`config.mk`:
```
export PLATFORM = sky130hd
export DESIGN_NAME = ram_sp_rr_arbiter
export DESIGN_NICKNAME = d
export VERILOG_FILES = /design/src/rtl/ram_sp_rr_arbiter.sv
export SDC_FILE = /design/constraint.sdc
export NUM_CORES = 1
export LEC_CHECK = 0
export ABC_AREA = 1
export CAP_MARGIN = 20
export CELL_PAD_IN_SITES_DETAIL_PLACEMENT = 1
export CELL_PAD_IN_SITES_GLOBAL_PLACEMENT = 1
export CORE_UTILIZATION = 50
export DETAILED_ROUTE_END_ITERATION = 10
export PLACE_DENSITY = 0.82
export REMOVE_ABC_BUFFERS = 1
export SLEW_MARGIN = 20
export SYNTH_ARGS = -nofsm -noshare
export SYNTH_HDL_FRONTEND = slang
export SYNTH_SLANG_ARGS = --single-unit
```
`constraint.sdc`:
```
create_clock -name clk -period 3.35 [get_ports clk]
set_clock_uncertainty 0.15 [all_clocks]
set_input_delay 0.5025 -clock clk [delete_from_list [all_inputs] [get_ports clk]]
set_output_delay 0.5025 -clock clk [all_outputs]
set_load 0.01 [all_outputs]
```
`src/rtl/ram_sp_rr_arbiter.sv`:
```
// Two-client round-robin arbiter in front of a single-port DEPTHxDATA_W RAM, one access per clock.
// Grant is combinational in the request cycle; read data and rvalid arrive one cycle after grant.
// A losing client holds its request until granted; under contention grants alternate A/B.
module ram_sp_rr_arbiter #(
  parameter int DATA_W = 8,
  parameter int ADDR_W = 6,
  parameter int DEPTH  = 64
) (
  input  logic              clk,
  input  logic              rst,
  input  logic              req_a,
  input  logic              we_a,
  input  logic [ADDR_W-1:0] addr_a,
  input  logic [DATA_W-1:0] wdata_a,
  output logic              gnt_a,
  output logic              rvalid_a,
  input  logic              req_b,
  input  logic              we_b,
  input  logic [ADDR_W-1:0] addr_b,
  input  logic [DATA_W-1:0] wdata_b,
  output logic              gnt_b,
  output logic              rvalid_b,
  output logic [DATA_W-1:0] rdata,
  output logic              busy
);

  logic [DATA_W-1:0] mem [DEPTH];

  logic              rr_ptr;
  logic [ADDR_W-1:0] rd_addr_q;
  logic              rvalid_a_q;
  logic              rvalid_b_q;
  logic              busy_q;

  logic              gnt;
  logic              sel_we;
  logic [ADDR_W-1:0] sel_addr;
  logic [DATA_W-1:0] sel_wdata;

  // rr_ptr holds the last winner, so a conflict goes to the other client.
  always_comb begin
    gnt_a = 1'b0;
    gnt_b = 1'b0;
    if (!rst) begin
      if (req_a && req_b) begin
        gnt_a = rr_ptr;
        gnt_b = ~rr_ptr;
      end else begin
        gnt_a = req_a;
        gnt_b = req_b;
      end
    end
  end

  assign gnt       = gnt_a | gnt_b;
  assign sel_we    = gnt_b ? we_b    : we_a;
  assign sel_addr  = gnt_b ? addr_b  : addr_a;
  assign sel_wdata = gnt_b ? wdata_b : wdata_a;

  always_ff @(posedge clk) begin
    if (rst) begin
      rr_ptr     <= 1'b1;
      rd_addr_q  <= '0;
      rvalid_a_q <= 1'b0;
      rvalid_b_q <= 1'b0;
      busy_q     <= 1'b0;
    end else begin
      busy_q     <= gnt;
      rvalid_a_q <= gnt_a & ~we_a;
      rvalid_b_q <= gnt_b & ~we_b;
      if (gnt) begin
        rr_ptr <= gnt_b;
      end
      if (gnt && !sel_we) begin
        rd_addr_q <= sel_addr;
      end
    end
  end

  // Contents survive reset; grants are already held low while rst is high.
  always_ff @(posedge clk) begin
    if (gnt && sel_we) begin
      mem[sel_addr] <= sel_wdata;
    end
  end

  // Reading through the registered address keeps rdata tracking the live array contents.
  assign rdata = mem[rd_addr_q];

  // A read accepted just before reset must not report valid while reset is asserted.
  assign rvalid_a = rvalid_a_q & ~rst;
  assign rvalid_b = rvalid_b_q & ~rst;
  assign busy     = busy_q;

endmodule

```
==> flow_summary.json <==
{
  "max_slew.worst_pin.slew_ns": 0.8868,
  "setup_repair_after_global_routing_missed_its_margin": "yes",
  "simple_gate_area_share_of_the_yosys_netlist_pct": 24.09,
  "hp-start": "we_b",
  "crit-reg2reg-capture": "mem[31][1]",
  "routed-wl-met3_um": 6014,
  "drt_pass1_iterations": 5,
  "final_layout_size_suffix_gt1_share_pct": 13.40,
  "critical_path.max_fanout": 55,
  "core_area_mm2": 0.04223,
  "worst-endpoint-required_ns": 2.70,
  "power.ir.vdd_worst_uv": 502.6,
  "lkg_pwr_nw": 9.424,
  "final-setup-viol-count": 2,
  "wirelength_met1_um": 27240,
  "clock_sinks": 528,
  "avgSynthCellArea_um2": 11.32,
  "period_share_pct": 100.7,
  "outcome": "finished, violations left",
  "grt_pass1_wl_um": 107400,
  "post_synth_xor_area_fraction_pct": 0,
  "cts_hold_fix_bufs": 0,
  "synth_top_cells_by_area": "sky130_fd_sc_hd__edfxtp_1, sky130_fd_sc_hd__nand2_1, sky130_fd_sc_hd__nand3_1, sky130_fd_sc_hd__dfxtp_1, sky130_fd_sc_hd__nor2_1",
  "initial_utilization_pct": 51.05,
  "yosysSeqAreaShare_pct": 72.81,
  "dp.final_hpwl_um": 39520,
  "clkLatencyLatePin_ns": 0.62,
  "failing_checks": "negative setup slack",
  "synth_largest_area_cell": "sky130_fd_sc_hd__edfxtp_1",
  "drt-wirelength-per-cell_um": 27.50,
  "drtIter0Drc": 1783,
  "hp-class": "in2reg",
  "io_buffers": 46,
  "pwr_density_cell_mw_per_mm2": 579.4,
  "holdPathStages": 2,
  "finalHoldViolCount": 0,
  "yosys_warnings": 0,
  "start_kind": "flip-flop",
  "top_layer_used": "met4",
  "ys_async_sr_fraction_pct": 0,
  "clockBufferDepth": 3,
  "top_level_ports": 47,
  "maxSlewHeadroom_pct": 40.88,
  "worstHoldEndpoint": "rvalid_b_q",
  "syn-cell-area_mm2": 0.02156,
  "timing.reg2reg.setup_slack_ns": 0.56,
  "timing_max_transition_violations_final": 0,
  "clock_tree.htree_level_count": 2,
  "yosysTopAreaCellShare_pct": 71.33,
  "postLayoutSetupSlackWorst_ns": -0.02498,
  "critPathKind": "reg2out",
  "post_synth_inst_count": 1904,
  "drc": 0,
  "timing.final.crit_period_ns": 3.375,
  "ys_seq_elements": 528,
  "critical_path.endpoint_type": "primary output",
  "grt_max_degree": 69,
  "totalWireLength_um": 71690,
  "synthAdderAreaFrac_pct": 0,
  "last_weighted_congestion_value_of_the_routability_driven_placer": 0.8377,
  "clock_tree_from_tritoncts": "yes",
  "synthToLayoutAreaGrowth_pct": 18.70,
  "dp_slack_ns": 0.01898,
  "synth.area.mux_share_pct": 0,
  "reg2reg_from": "rr_ptr",
  "std_cell_rows": 75,
  "wl_met2_um": 34700,
  "max_freq_mhz": 296.3,
  "post-synth-top-count-cell": "sky130_fd_sc_hd__nand2_1",
  "antenna_found_initial": 2,
  "worst_ep_arrival_time_ns": 2.72,
  "detail_route.vias_per_cell": 6.219,
  "worst_r2r_path_depth": 10,
  "post-layout-total-power_mw": 14.83,
  "detailed_route_via_count": 16210,
  "layout.nets": 2062,
  "cts_root_buf": "sky130_fd_sc_hd__clkbuf_16",
  "maxCapViolCount": 0,
  "clkTransAtPathRegs_ns": 0.07,
  "dominant_combinational_cell_family_by_area_after_synthesis": "simple AND/OR/NAND/NOR gates",
  "fillCellCount": 4261,
  "utilization_pct": 60.59,
  "die_y_um": 209.6,
  "synth_enable_flop_cells": 512,
  "die_width_um": 209.6,
  "yosys-top-cells-count": "sky130_fd_sc_hd__nand2_1, sky130_fd_sc_hd__edfxtp_1, sky130_fd_sc_hd__nand3_1, sky130_fd_sc_hd__nor2_1, sky130_fd_sc_hd__clkbuf_1",
  "route.antenna.remaining_nets": 0,
  "first_global_vias": 17650,
  "synth-main-ff-cell": "sky130_fd_sc_hd__edfxtp_1",
  "die_area_mm2": 0.04394,
  "fin_hold_ws_ns": 0.3010,
  "grt-ovfl-total": 0,
  "grt_util_all_layers_pct": 33.28,
  "cts_inserted_buffers": 54,
  "synth-compound-area-share_pct": 0.5340,
  "yosys.cell_types.count": 19
}
## flip-flops by register name, indices dropped and copies added (netlist names), named ones only
register / cells
mem: 512
rd_addr_q: 6
busy: 1
rr_ptr: 1
rvalid_a_q: 1
rvalid_b_q: 1
## layout by cell type (no fill, tap or decap)
cell type                           n
sky130_fd_sc_hd__nand2_4            2
sky130_fd_sc_hd__clkdlybuf4s50_1   38
sky130_fd_sc_hd__dfxtp_2            1
sky130_fd_sc_hd__clkinvlp_4         1
sky130_fd_sc_hd__inv_2              3
sky130_fd_sc_hd__clkbuf_16         55
sky130_fd_sc_hd__buf_16            14
sky130_fd_sc_hd__clkbuf_1          12
sky130_fd_sc_hd__dfxtp_1           13
sky130_fd_sc_hd__a211oi_1           2
sky130_fd_sc_hd__clkdlybuf4s15_2    2
sky130_fd_sc_hd__a21oi_4            1
sky130_fd_sc_hd__bufinv_16          3
sky130_fd_sc_hd__nand3_4            1
sky130_fd_sc_hd__nand2_1          677
sky130_fd_sc_hd__diode_2            1
sky130_fd_sc_hd__buf_6              2
sky130_fd_sc_hd__o211ai_1           1
sky130_fd_sc_hd__a21oi_1            4
sky130_fd_sc_hd__nor2_1            75
sky130_fd_sc_hd__bufbuf_16          3
sky130_fd_sc_hd__o21ai_2            3
sky130_fd_sc_hd__buf_12            14
sky130_fd_sc_hd__clkbuf_2           6
sky130_fd_sc_hd__edfxtp_1         512
sky130_fd_sc_hd__nand2_2           20
sky130_fd_sc_hd__buf_8              1
sky130_fd_sc_hd__nand3_2           28
sky130_fd_sc_hd__dfxtp_4            2
sky130_fd_sc_hd__clkinv_1          12
sky130_fd_sc_hd__clkinv_2          11
sky130_fd_sc_hd__inv_1             20
sky130_fd_sc_hd__nand3_1          418
sky130_fd_sc_hd__o21ai_0            6
sky130_fd_sc_hd__inv_12             1
sky130_fd_sc_hd__inv_4              1
sky130_fd_sc_hd__buf_4            100
sky130_fd_sc_hd__inv_6              2
## worst max-delay path by stage
stage	from	endpoint	slack, ns	cells past startpoint
2_1_floorplan	flip-flop	rdata[0]	-8.78	9
3_3_place_gp	req_a	mem[13][3]	0.13	11
3_5_place_dp	req_a	mem[29][0]	0.02	11
4_1_cts	flip-flop	rdata[5]	-0.02	13
5_1_grt	flip-flop	rdata[4]	-0.05	12
6_report	flip-flop	rdata[4]	-0.02	12
## power breakdown
part	total, mW	switching [mW]	internal [mW]
Sequential	7.35	0.0196	7.33
Clock	5.77	2.55	3.22
Combinational	1.70	1.21	0.498
Total	14.8	3.78	11.0
## worst max-delay path, stage by stage (launching register included)
cell	delay (ns)
sky130_fd_sc_hd__dfxtp_4	0.38
sky130_fd_sc_hd__buf_12	0.14
sky130_fd_sc_hd__inv_12	0.09
sky130_fd_sc_hd__buf_16	0.23
sky130_fd_sc_hd__nand2_1	0.08
sky130_fd_sc_hd__nand3_1	0.11
sky130_fd_sc_hd__nand3_1	0.15
sky130_fd_sc_hd__nand2_1	0.13
sky130_fd_sc_hd__nand2_1	0.06
sky130_fd_sc_hd__nand3_1	0.15
sky130_fd_sc_hd__nand3_2	0.15
sky130_fd_sc_hd__nand2_4	0.13
sky130_fd_sc_hd__clkdlybuf4s15_2	0.24
## metrics by stage
step / setup TNS, ns / instance area (µm²) / instances
floorplan: -70.22 / 21100 / 1791
global placement: 0 / 23360 / 2491
detailed placement: 0 / 23360 / 2491
CTS: -0.01898 / 25530 / 2606
global route: -0.08754 / 25580 / 2606
finish: -0.03176 / 25590 / 2607
## area by class of cell
| cell class | count | area, µm² | share of cell area, % |
|---|---|---|---|
| clock buffers | 67 | 1421 | 5.555 |
| flip-flops and latches | 528 | 15700 | 61.38 |
| repair inverters | 1 | 8.758 | 0.03423 |
| inverters | 25 | 108.9 | 0.4254 |
| repair buffers | 180 | 1984 | 7.756 |
| clock inverters | 28 | 206.4 | 0.8069 |
| well taps | 539 | 674.4 | 2.636 |
| diodes | 1 | 2.502 | 0.009780 |
| multi-input cells | 1238 | 5475 | 21.40 |
## layer usage
metal  up-vias  global-route usage [%]
met5         -                       0
met1      8069                   42.67
met2       987                   55.80
met4         0                   15.48
li1       6881                       -
met3       277                   5.312
## cell families (layout without fill, tap and decap cells)
| logic type | after synthesis | count (layout) |
|---|---|---|
| AO/OA/AOI/OAI | 17 | 17 |
| other | 0 | 1 |
| AND/OR/NAND/NOR | 1221 | 1221 |
| buffers and inverters | 138 | 301 |
| flip-flops | 528 | 528 |
## timing repair
action	CTS	global route
pin swaps	2	5
cloned	10	0
endpoints found under the setup margin	8	8
setup buffers	10	0
gates resized for setup	48	32
(Power assumes the default switching activity.)
